<file path="config.mk">
export PLATFORM = sky130hd
export DESIGN_NAME = step_pulse_gen
export DESIGN_NICKNAME = d
export VERILOG_FILES = /design/src/rtl/stepmotor_pkg.sv /design/src/rtl/pos_counter.sv /design/src/rtl/step_pulse_gen.sv
export SDC_FILE = /design/constraint.sdc
export NUM_CORES = 1
export LEC_CHECK = 0
export BUFFER_PORTS_ARGS = -buffer_cell sky130_fd_sc_hd__clkbuf_2
export CAP_MARGIN = 20
export CORE_MARGIN = 2
export CORE_UTILIZATION = 45
export DETAILED_ROUTE_END_ITERATION = 6
export PLACE_DENSITY = 0.63
export SYNTH_ARGS = -nofsm -noshare
export SYNTH_HDL_FRONTEND = slang
export SYNTH_HIERARCHICAL = 1
export SYNTH_SLANG_ARGS = --single-unit
</file>
<file path="constraint.sdc">
create_clock -name clk -period 3.7 [get_ports clk]
set_input_delay 0 -clock clk [delete_from_list [all_inputs] [get_ports clk]]
set_output_delay 0 -clock clk [all_outputs]
set_load 0.05 [all_outputs]
</file>
<file path="src/rtl/stepmotor_pkg.sv">
// Shared state encoding and 50 MHz timing defaults for the step/dir motor driver.
package stepmotor_pkg;

   localparam int PULSE_W_DEF    = 100;   // 2 us step high time
   localparam int DIR_SETUP_DEF  = 250;   // 5 us dir-to-step setup
   localparam int MIN_PERIOD_DEF = 200;   // fastest allowed step period
   localparam int POS_W          = 32;

   typedef enum logic [1:0] {
      ST_IDLE  = 2'd0,
      ST_SETUP = 2'd1,
      ST_HIGH  = 2'd2,
      ST_LOW   = 2'd3
   } step_state_e;

   function automatic int max2(input int a, input int b);
      return (a > b) ? a : b;
   endfunction

endpackage

</file>
<file path="src/rtl/pos_counter.sv">
// Signed up/down step counter; wraps naturally at the 32-bit two's complement limits.
module pos_counter
   import stepmotor_pkg::*;
(
   input  logic                    clk,
   input  logic                    rst_n,
   input  logic                    step,
   input  logic                    up,
   output logic signed [POS_W-1:0] count
);

   always_ff @(posedge clk or negedge rst_n) begin
      if (!rst_n)
         count <= '0;
      else if (step)
         count <= up ? count + 32'sd1 : count - 32'sd1;
   end

endmodule

</file>
<file path="src/rtl/step_pulse_gen.sv">
// Step/dir pulse generator: one shared down-counter times dir setup, step high and step low.
module step_pulse_gen
   import stepmotor_pkg::*;
#(
   parameter int WIDTH_WORK = 16,
   parameter int PULSE_W    = PULSE_W_DEF,
   parameter int DIR_SETUP  = DIR_SETUP_DEF,
   parameter int MIN_PERIOD = MIN_PERIOD_DEF
) (
   input  logic                    clk,
   input  logic                    rst_n,
   input  logic                    enable,
   input  logic                    dir_in,
   input  logic [WIDTH_WORK-1:0]   period,
   output logic                    drv_step,
   output logic                    drv_dir,
   output logic                    busy,
   output logic                    step_done,
   output logic signed [POS_W-1:0] position
);

   localparam int TW = max2(max2(WIDTH_WORK, $clog2(DIR_SETUP + 1)), $clog2(PULSE_W + 1));
   localparam logic [TW-1:0]         SETUP_LD = TW'(DIR_SETUP - 1);
   localparam logic [TW-1:0]         HIGH_LD  = TW'(PULSE_W - 1);
   localparam logic [TW-1:0]         LOW_OFS  = TW'(PULSE_W + 1);
   localparam logic [TW-1:0]         ONE      = TW'(1);
   localparam logic [WIDTH_WORK-1:0] MIN_PER  = WIDTH_WORK'(MIN_PERIOD);

   step_state_e           state;
   logic [TW-1:0]         timer;
   logic [WIDTH_WORK-1:0] per;
   logic [WIDTH_WORK-1:0] per_clamped;
   logic                  timer_zero;
   logic                  run_req;
   logic                  go_high;

   assign timer_zero  = (timer == '0);
   assign run_req     = enable && (period != '0);
   assign per_clamped = (period < MIN_PER) ? MIN_PER : period;

   // HIGH entry is shared by the FSM and the position counter so both move on the same edge.
   always_comb begin
      go_high = 1'b0;
      case (state)
         ST_SETUP: go_high = enable && timer_zero;
         ST_LOW:   go_high = run_req && timer_zero && (dir_in == drv_dir);
         default:  go_high = 1'b0;
      endcase
   end

   always_ff @(posedge clk or negedge rst_n) begin
      if (!rst_n) begin
         state     <= ST_IDLE;
         timer     <= '0;
         per       <= '0;
         drv_step  <= 1'b0;
         drv_dir   <= 1'b0;
         busy      <= 1'b0;
         step_done <= 1'b0;
      end else begin
         step_done <= 1'b0;
         if (go_high) begin
            state     <= ST_HIGH;
            per       <= per_clamped;
            timer     <= HIGH_LD;
            drv_step  <= 1'b1;
            busy      <= 1'b1;
            step_done <= (PULSE_W == 1);
         end else begin
            case (state)
               ST_IDLE: begin
                  if (run_req) begin
                     state   <= ST_SETUP;
                     drv_dir <= dir_in;
                     timer   <= SETUP_LD;
                     busy    <= 1'b1;
                  end
               end
               ST_SETUP: begin
                  if (!enable) begin
                     state <= ST_IDLE;
                     timer <= '0;
                     busy  <= 1'b0;
                  end else begin
                     timer <= timer - ONE;
                  end
               end
               // The pulse always runs to full width; enable/period are not looked at here.
               ST_HIGH: begin
                  if (timer_zero) begin
                     state    <= ST_LOW;
                     drv_step <= 1'b0;
                     timer    <= TW'(per) - LOW_OFS;
                  end else begin
                     timer     <= timer - ONE;
                     step_done <= (timer == ONE);
                  end
               end
               ST_LOW: begin
                  if (!enable || (timer_zero && period == '0)) begin
                     state <= ST_IDLE;
                     timer <= '0;
                     busy  <= 1'b0;
                  end else if (timer_zero) begin
                     // Direction change: re-run the setup window before the next pulse.
                     state   <= ST_SETUP;
                     drv_dir <= dir_in;
                     timer   <= SETUP_LD;
                  end else begin
                     timer <= timer - ONE;
                  end
               end
               default: begin
                  state <= ST_IDLE;
                  busy  <= 1'b0;
               end
            endcase
         end
      end
   end

   pos_counter u_pos (
      .clk   (clk),
      .rst_n (rst_n),
      .step  (go_high),
      .up    (drv_dir),
      .count (position)
   );

endmodule
</file>
==> flow_metrics.env, run 1 <==
export IMPL_run_status="finished, final reports clean"
export IMPL_grt_pass1_vias=4728
export IMPL_timing_rr_start="drv_dir"
export IMPL_grt_setup_unrepaired="no"
export IMPL_cts_resized=0
export IMPL_synth_compound_area_frac=0.2241
export IMPL_syn_instance_count=647
export IMPL_synth_top_family_by_area="compound AO/OA/AOI/OAI gates"
export IMPL_power_mw=4.176
export IMPL_die_h_um=114.8
export IMPL_setup_violations=0
export IMPL_ys_dominant_reg_cell="dfrtp_1"
export IMPL_worst_r2r_endpoint="u_pos/count[28]"
export IMPL_rows=40
export IMPL_drt_iter0_drc=297
export IMPL_clock_latency_ps=340
export IMPL_synth_seq_area_share=0.3169
export IMPL_required_ps=3910
export IMPL_die_area_mm2=0.01319
export IMPL_path_cells="inv_1, buf_4, ha_1, a21oi_1, o22ai_1, o31ai_2, o21ai_4, a41oi_2, o2111ai_1, nand4_1, or3b_1"
export IMPL_cts_tree="built"
export IMPL_cp_arrival_ps=3230
export IMPL_dp_hpwl_um=10160
export IMPL_clk_pin_slew_worst_paths_ps=50
export IMPL_syn_area_mm2=0.005528
export IMPL_hold_class="primary input to asynchronous set/reset pin"
export IMPL_synthXorXnorAreaFrac=0.06813
export IMPL_vias=5100
export IMPL_start_util=0.4602
export IMPL_finalCritPeriodShare=0.8149
export IMPL_hold_viol=0
export IMPL_ys_async_sr_fraction=1.000
export IMPL_yosys_area_top_type="dfrtp_1"
export IMPL_muxShareOfSynthArea=0.05591
export IMPL_drv_slew=0
export IMPL_crit_type="flop to flop"
export IMPL_place_congestion=0.9261
export IMPL_diodes=0
export IMPL_io_pins=56
export IMPL_synth_top_area_share=0.3169
export IMPL_first_pass_iters=5
export IMPL_post_synth_and_or_nand_nor_area_fraction=0.2046
export IMPL_yosys_area_share_adder=0.09190
export IMPL_cts_path_max_buffers=2
export IMPL_grt_pass1_wl_um=23900
export IMPL_crit_path_end_kind="flop"
export IMPL_cts_htree_levels=3
export IMPL_tightest_slew_ps=1088
export IMPL_antenna_found_initial=0
export IMPL_worst_path_buf_inv=2
export IMPL_areaGrowthSynthToFinish_pct=15.10
export IMPL_yosys_top_cells_area="dfrtp_1 (32%), ha_1 (8.8%), nand2_1 (5.7%), a21oi_1 (4.7%), mux2_2 (4.7%)"
export IMPL_timing_max_cap_violations=0
export IMPL_synth_area_per_cell_um2=8.544
export IMPL_worst_clock_skew_ps=6.704
export IMPL_clock_sinks=70
export IMPL_crit_path_max_incr_delay_ps=370
export IMPL_synth_edf_count=0
export IMPL_p_leak_nw=3.057
export IMPL_wirelength_um=14160
export IMPL_critPathMaxFanout=21
export IMPL_gr_total_overflow=0
export IMPL_die_w_um=114.8
export IMPL_fin_crit_ps=3015
export IMPL_drc=0
export IMPL_synth_nets=707
export IMPL_fmax_mhz=331.7
export IMPL_ant_nets=0
export IMPL_io_buffers=55
export IMPL_cp_start_kind="flop"
export IMPL_rr_worst_depth=11
export IMPL_wire_per_inst_um=16.41
export IMPL_drive_gt1_frac=0.1620
export IMPL_cts_root_buf="clkbuf_16"
export IMPL_numCtsBuffers=9
export IMPL_vias_per_cell=5.910
export IMPL_cp_top_family="compound AO/OA/AOI/OAI gates"
export IMPL_final_nets=771
export IMPL_synth_cell_types=77
export IMPL_irDropWorstVdd_mv=0.3784
export IMPL_rrSetupSlack_ps=680
export IMPL_grt_max_degree=71
export IMPL_relSlewSlack=0.2744
export IMPL_yosysWarningCount=6
export IMPL_cts_setup_buffers=0
export IMPL_power_density_mw_per_mm2=656.3
export IMPL_fin_setup_tns_ps=0
export IMPL_ys_seq_elements=70
export IMPL_cp_slowest_cell="dfrtp_1"
export IMPL_grt_usage=0.2262
export IMPL_core_area_mm2=0.01201
==> worst reg2reg max path: cells and delay by family (launching register included) <==
| kind | cells | cell delay [ps] |
|---|---|---|
| adder cells (fa/ha/maj) | 1 | 360 |
| buffers and inverters | 2 | 320 |
| AO/OA/AOI/OAI | 6 | 1400 |
| AND/OR/NAND/NOR | 2 | 460 |
| flip-flops | 1 | 370 |
==> power breakdown <==
group	total, mW	internal, mW	switching, mW
registers	1.06	0.898	0.157
clock network	0.783	0.472	0.311
logic	2.34	0.840	1.50
==> flip-flops by register name, summed over array words and instances, names as in the netlist <==
name and cells:
busy 1, u_pos/count 32, drv_dir 1, state 2
drv_step 1, timer 16, step_done 1, per 16
==> timing repair <==
item | in CTS | in global routing
setup endpoints to repair | 0 | 0
hold buffers | 18 | 0
hold endpoints to repair | 87 | 0
==> worst max-delay path by stage <==
| stage | startpoint | end | slack [ps] | cells after the start |
|---|---|---|---|---|
| after floorplan | drv_dir | u_pos/count[29] | 110 | 11 |
| after global placement | drv_dir | u_pos/count[29] | 780 | 11 |
| after detailed placement | drv_dir | u_pos/count[29] | 720 | 11 |
| after CTS | drv_dir | u_pos/count[28] | 700 | 11 |
| after global routing | period[15] | timer[11] | 450 | 9 |
| final | drv_dir | u_pos/count[28] | 680 | 11 |
==> through the flow <==
step,instances,cell area [um^2],hold WS (ps),utilization,worst slack [ps]
6_report,863,6362,345.2,0.5297,684.9
2_1_floorplan,647,5528,-295.6,-,113.1
3_5_place_dp,829,5919,196.7,0.4928,717.3
4_1_cts,863,6362,317.9,0.5297,696.8
5_1_grt,863,6362,386.4,0.5297,448.4
3_3_place_gp,829,5919,192.1,0.4928,775.2
==> final cells by class <==
class	instances	area [um^2]
Clock buffer	15	257.7
Clock inverter	1	5.005
Tap cell	147	183.9
Fill cell	1129	5649
Multi-Input combinational cell	529	3571
Inverter	20	75.07
Sequential cell	70	1752
Timing Repair Buffer	81	518.0
==> cells by family (layout without fill, tap and decap cells) <==
group           after synthesis  after routing
compound gates              188            188
xor+xnor                     43             43
fa+ha+maj                    40             40
buf+inv                      48            117
flops                        70             70
mux                          28             28
simple gates                230            230
==> routing by layer <==
metal,routed length (um),share of wire,GRT usage
met5,0,0,0
met4,218,0.015,0.07871
met3,1062,0.075,0.04270
met2,6005,0.42,0.3223
met1,6871,0.49,0.3418
==> cells in the final DEF, fill, tap and decap left out, types with 8 or more instances in the layout <==
master and count:
nand2_1 84, dfrtp_1 70, clkbuf_2 54, a21oi_1 52, o21ai_0 41, ha_1 39
nor2_1 38, mux2_2 23, xnor2_1 22, nor3_1 21, xor2_1 21, inv_1 20
nand3_1 18, dlygate4sd3_1 18, a21o_1 16, nor4_1 12, nand4_1 12, nor2b_1 10
a211oi_1 9, clkbuf_16 9, buf_4 9, a31oi_1 8
==> cell usage after synthesis (all sizes together), types with 3 or more instances <==
| cell type | count |
|---|---|
| nor4 | 12 |
| nor3 | 23 |
| o22ai | 4 |
| clkbuf | 20 |
| inv | 20 |
| a31oi | 8 |
| o21ai | 51 |
| nor2 | 40 |
| o2111ai | 3 |
| nor2b | 10 |
| buf | 8 |
| nand2b | 3 |
| o21a | 4 |
| a41oi | 5 |
| or3 | 6 |
| ha | 39 |
| or4 | 3 |
| mux2 | 23 |
| nand4 | 13 |
| nor4b | 3 |
| a21oi | 54 |
| mux2i | 5 |
| nand2 | 84 |
| xor2 | 21 |
| xnor2 | 22 |
| nand3 | 18 |
| a21o | 17 |
| and2 | 7 |
| dfrtp | 70 |
| a211oi | 10 |
| o31ai | 6 |
(Power assumes the default switching activity.)
==> inputs of run 2 (changes only) <==
Clock period 3.7 ns to 2.98 ns, I/O delays scaled along.
==> run 2 against run 1 <==
  * The flow now finishes with violations (setup timing)
  * Clock power is 44% higher
  * Via count is 6.7% higher
  * Sequential share of layout area shrank 2.6 points
  * Core utilization increased by 5.7 points
==> flow_metrics.env, run 2 (synthesized netlist as in run 1, its figures left out) <==
export IMPL_gr_total_overflow=0
export IMPL_cp_slowest_cell="dfrtp_4"
export IMPL_start_util=0.4602
export IMPL_antenna_found_initial=0
export IMPL_multi_input_area_mm2=0.003910
export IMPL_rr_worst_depth=12
export IMPL_setup_slack_ps=-25.17
export IMPL_placedCellCount=844
export IMPL_fin_crit_ps=3005
export IMPL_wirelength_um=15640
export IMPL_cts_path_max_buffers=2
export IMPL_final_common_cell="nand2_1"
export IMPL_io_pins=56
export IMPL_drive_gt1_frac=0.2647
export IMPL_crit_type="flop to flop"
export IMPL_vias=5440
export IMPL_drt_iter0_drc=437
export IMPL_cp_start_kind="flop"
export IMPL_ant_nets=0
export IMPL_p_leak_nw=3.246
export IMPL_worst_clock_skew_ps=4.856
export IMPL_clk_pin_slew_worst_paths_ps=60
export IMPL_timing_max_cap_violations=0
export IMPL_whs_path_depth=5
export IMPL_grt_pass1_vias=5115
export IMPL_crit_path_end_kind="flop"
export IMPL_power_mw=6.042
export IMPL_vias_per_cell=6.078
export IMPL_clock_latency_ps=350
export IMPL_grt_max_degree=71
export IMPL_largest_register="u_pos/count"
export IMPL_grt_pass1_wl_um=24630
export IMPL_relSlewSlack=0.3573
export IMPL_grt_setup_unrepaired="yes"
export IMPL_hold_class="primary input to flop"
export IMPL_die_w_um=114.8
export IMPL_clock_sinks=70
export IMPL_drv_slew=0
export IMPL_grt_usage=0.2342
export IMPL_tightest_slew_ps=964.1
export IMPL_irDropWorstVdd_mv=0.4030
export IMPL_numCtsBuffers=9
export IMPL_final_nets=803
export IMPL_finalCritPeriodShare=1.008
export IMPL_crit_path_max_incr_delay_ps=450
export IMPL_diodes=0
export IMPL_cts_tree="built"
export IMPL_first_pass_iters=5
export IMPL_wire_per_inst_um=17.48
export IMPL_die_h_um=114.8
export IMPL_hold_viol=0
export IMPL_whs_ps=305.7
export IMPL_io_buffers=55
export IMPL_core_area_mm2=0.01201
export IMPL_violations="setup timing"
export IMPL_cp_arrival_ps=3240
export IMPL_fmax_mhz=332.8
export IMPL_areaGrowthSynthToFinish_pct=27.43
export IMPL_cts_htree_levels=3
export IMPL_pre_cts_ws_ps=-40.63
export IMPL_run_status="finished with violations"
export IMPL_setup_violations=1
export IMPL_reg_top3="u_pos/count: 32 flops, per: 16 flops, timer: 16 flops"
export IMPL_critPathMaxFanout=7
export IMPL_path_cells="clkinvlp_4, clkbuf_16, ha_1, o21ai_1, o21ai_2, a21oi_4, o211ai_1, a21oi_2, o31ai_4, a311oi_2, xnor2_1, mux2_2"
export IMPL_fillers=1064
export IMPL_drc=0
export IMPL_instances_no_fill=895
export IMPL_place_congestion=0.9116
export IMPL_ff_latch_area_mm2=0.001755
export IMPL_dp_hpwl_um=10510
export IMPL_required_ps=3220
export IMPL_power_density_mw_per_mm2=857.7
export IMPL_final_cell_mix="nand2_1 (83), dfrtp_1 (69), clkbuf_2 (54), a21oi_1 (42)"
export IMPL_largest_reg_flops=32
export IMPL_die_area_mm2=0.01319
export IMPL_cts_root_buf="clkbuf_16"
export IMPL_rows=40
## run 2: final timing paths
check / from / to / slack (ps)
worst max-delay path: drv_dir / u_pos/count[29] / -30
worst min-delay path: enable / busy / 310
worst max register to register: drv_dir / u_pos/count[29] / -30
worst min register to register: u_pos/count[31] / u_pos/count[31] / 460
max in group asynchronous: rst_n / drv_dir / 1920
min in group asynchronous: rst_n / u_pos/count[24] / 320
## run 2: layout make-up
class	count	area share
tap	147	0.02611
inverter	20	0.01119
multi-input combinational	529	0.5551
sequential	70	0.2492
clock buffer	9	0.03197
clock inverter	7	0.01155
timing repair buffer	113	0.1149
## run 2: metal layers
layer,up-vias,track usage,share of wire
met2,201,0.3700,0.46
met3,25,0.05061,0.059
met1,2639,0.3193,0.46
met4,0,0.08193,0.016
met5,-,0,0
li1,2575,-,-
## run 2: critical path, delay by kind of cell (launching register included)
kind | cells | cell delay (ps)
flops | 1 | 450
buf+inv | 2 | 380
compound gates | 7 | 1320
xor+xnor | 1 | 140
fa+ha+maj | 1 | 330
mux | 1 | 260
## run 2: timing repair
item,in CTS,in global routing
endpoints found under the hold margin,87,0
gates resized for setup,2,54
pin swaps,1,29
setup endpoints to repair,6,14
hold buffers,18,0
setup buffers,0,15
cloned,0,2
## run 2: where the power goes
part | internal (mW) | switching (mW)
registers | 1.12 | 0.202
logic | 1.47 | 2.12
clock network | 0.658 | 0.475
## run 2: through the flow
step | utilization | instance area [um^2] | setup TNS (ps)
CTS | 0.5483 | 6586 | -60.77
global route | 0.5865 | 7044 | -394.6
floorplan | - | 5579 | -1577
finish | 0.5865 | 7044 | -25.17
detailed placement | 0.5070 | 6090 | -74.94
global placement | 0.5070 | 6090 | 0
==> inputs of run 3 (changes only) <==
Settings changed: BUFFER_PORTS_ARGS -buffer_cell sky130_fd_sc_hd__clkbuf_2 to -buffer_cell sky130_fd_sc_hd__buf_2, RECOVER_POWER set to 50.
==> run 3 against run 2 <==
  * The flow now finishes without violations
  * Final area unchanged
  * Clock-buffer cell count unchanged
  * Core utilization did not move
  * Sequential power about the same
  * Critical path depth did not move
  * Sequential share of layout area stayed put
  * Clock skew grew 1.8 ps
  * Non-clock buffer count shrank 1
  * Total power increased by 1.5%
  * Setup slack improved by 83 ps
  * Via count down 2.3%
  * Critical path type unchanged
==> flow_metrics.env, run 3 (synthesized netlist as in run 1, its figures left out) <==
export IMPL_vias=5317
export IMPL_clock_sinks=70
export IMPL_cp_arrival_ps=3150
export IMPL_antenna_found_initial=0
export IMPL_crit_path_end_kind="flop"
export IMPL_critPathMaxFanout=6
export IMPL_rows=40
export IMPL_final_cell_mix="nand2_1 (81), dfrtp_1 (69), a21oi_1 (44), o21ai_0 (40), nor2_1 (37)"
export IMPL_io_pins=56
export IMPL_instances_no_fill=894
export IMPL_required_ps=3210
export IMPL_reg_top3="u_pos/count: 32 flops, per: 16 flops, timer: 16 flops"
export IMPL_first_pass_iters=5
export IMPL_fmax_mhz=342.2
export IMPL_setup_slack_ps=57.60
export IMPL_pre_cts_ws_ps=14.61
export IMPL_worst_clock_skew_ps=6.609
export IMPL_placedCellCount=852
export IMPL_wire_per_inst_um=17.34
export IMPL_multi_input_area_mm2=0.003924
export IMPL_grt_usage=0.2282
export IMPL_ff_latch_area_mm2=0.001755
export IMPL_drive_gt1_frac=0.2316
export IMPL_fillers=1075
export IMPL_place_area_mm2=0.006150
export IMPL_power_mw=6.130
export IMPL_p_leak_nw=3.162
export IMPL_timing_max_cap_violations=0
export IMPL_crit_type="flop to flop"
export IMPL_hold_start="enable"
export IMPL_grt_pass1_wl_um=24090
export IMPL_grt_setup_unrepaired="yes"
export IMPL_start_util=0.4602
export IMPL_setup_worst_path_start="drv_dir"
export IMPL_wirelength_um=15510
export IMPL_numCtsBuffers=9
export IMPL_die_w_um=114.8
export IMPL_dp_hpwl_um=10520
export IMPL_die_area_mm2=0.01319
export IMPL_cts_tree="built"
export IMPL_cts_path_max_buffers=2
export IMPL_setup_violations=0
export IMPL_grt_pass1_vias=4983
export IMPL_place_congestion=0.9198
export IMPL_gr_total_overflow=0
export IMPL_vias_per_cell=5.947
export IMPL_whs_ps=288.1
export IMPL_drt_iter0_drc=501
export IMPL_drc=0
export IMPL_clk_pin_slew_worst_paths_ps=60
export IMPL_tightest_slew_ps=1049
export IMPL_largest_reg_flops=32
export IMPL_fin_crit_ps=2922
export IMPL_cts_root_buf="clkbuf_16"
export IMPL_worst_path_buf_inv=2
export IMPL_power_density_mw_per_mm2=870.3
export IMPL_cp_top_family="compound AO/OA/AOI/OAI gates"
export IMPL_final_common_cell="nand2_1"
export IMPL_cts_htree_levels=3
export IMPL_relSlewSlack=0.3007
export IMPL_drv_slew=0
export IMPL_stdcell_area_mm2=0.007044
export IMPL_grt_max_degree=71
export IMPL_hold_class="primary input to flop"
export IMPL_diodes=0
export IMPL_io_buffers=55
export IMPL_finalCritPeriodShare=0.9807
export IMPL_run_status="finished, final reports clean"
export IMPL_path_cells="clkinvlp_4, buf_12, ha_4, a21o_1, a21o_1, a21o_1, a21o_1, a21o_1, a41oi_4, o2111ai_2, nand4_1, or3b_1"
export IMPL_crit_path_max_incr_delay_ps=420
export IMPL_hold_viol=0
export IMPL_ant_nets=0
export IMPL_clock_latency_ps=350
export IMPL_irDropWorstVdd_mv=0.3978
export IMPL_core_area_mm2=0.01201
export IMPL_cp_slowest_cell="dfrtp_4"
export IMPL_largest_register="u_pos/count"
export IMPL_die_h_um=114.8
export IMPL_crit_top_cell="a21o_1"
export IMPL_final_nets=802
export IMPL_cp_start_kind="flop"
export IMPL_areaGrowthSynthToFinish_pct=27.43
export IMPL_timing_rr_start="drv_dir"
## run 3: cell types whose count changed in the layout (fill, tap and decap cells not counted), sizes merged
cell,previous run,this run
buf,39,67
bufinv,1,2
clkbuf,65,36
clkinv,3,1
clkinvlp,2,5
inv,21,19
## run 3: through the flow
step	util	setup TNS, ps
3_5_place_dp	0.5120	0
6_report	0.5865	0
2_1_floorplan	-	-1577
4_1_cts	0.5540	0
5_1_grt	0.5865	-212.3
3_3_place_gp	0.5120	0
## run 3: metal layers
layer	GRT usage	vias to the layer above	wire length [um]
met2	0.3617	161	7113
li1	-	2576	-
met4	0.08594	0	195
met1	0.3187	2565	7396
met3	0.03163	15	799
met5	0	-	0
## run 3: timing repair
item | in CTS | in global routing
setup buffers | 0 | 6
resized for setup | 0 | 60
endpoints found under the hold margin | 87 | 0
setup endpoints to repair | 0 | 10
hold buffers | 18 | 0
## run 3: worst paths after layout
| path | to | slack (ps) | depth (start not counted) |
|---|---|---|---|
| worst max-delay path | u_pos/count[28] | 60 | 12 |
| worst min-delay path | busy | 290 | 5 |
| worst max register to register | u_pos/count[28] | 60 | 12 |
| worst min register to register | u_pos/count[31] | 460 | 1 |
| max in group asynchronous | drv_dir | 1940 | 2 |
| min in group asynchronous | u_pos/count[3] | 340 | 2 |
## run 3: area by class of cell
| type | instances | share of cell area |
|---|---|---|
| flip-flops and latches | 70 | 0.2492 |
| multi-input cells | 529 | 0.5570 |
| inverters | 20 | 0.01119 |
| repair buffers | 112 | 0.1105 |
| clock buffers | 9 | 0.03197 |
| clock inverters | 7 | 0.01403 |
| well taps | 147 | 0.02611 |
## run 3: power breakdown
part	leakage (nW)	switching, mW	total (mW)	internal [mW]
combinational	2.09	2.15	3.64	1.48
clock	0.144	0.449	1.18	0.733
sequential	0.930	0.192	1.31	1.12
## run 3: worst min-delay path, cell delays in order
cell and delay (ps):
buf_2 180, nor2_1 110, nor3_1 60, a21oi_1 150, o21a_1 110
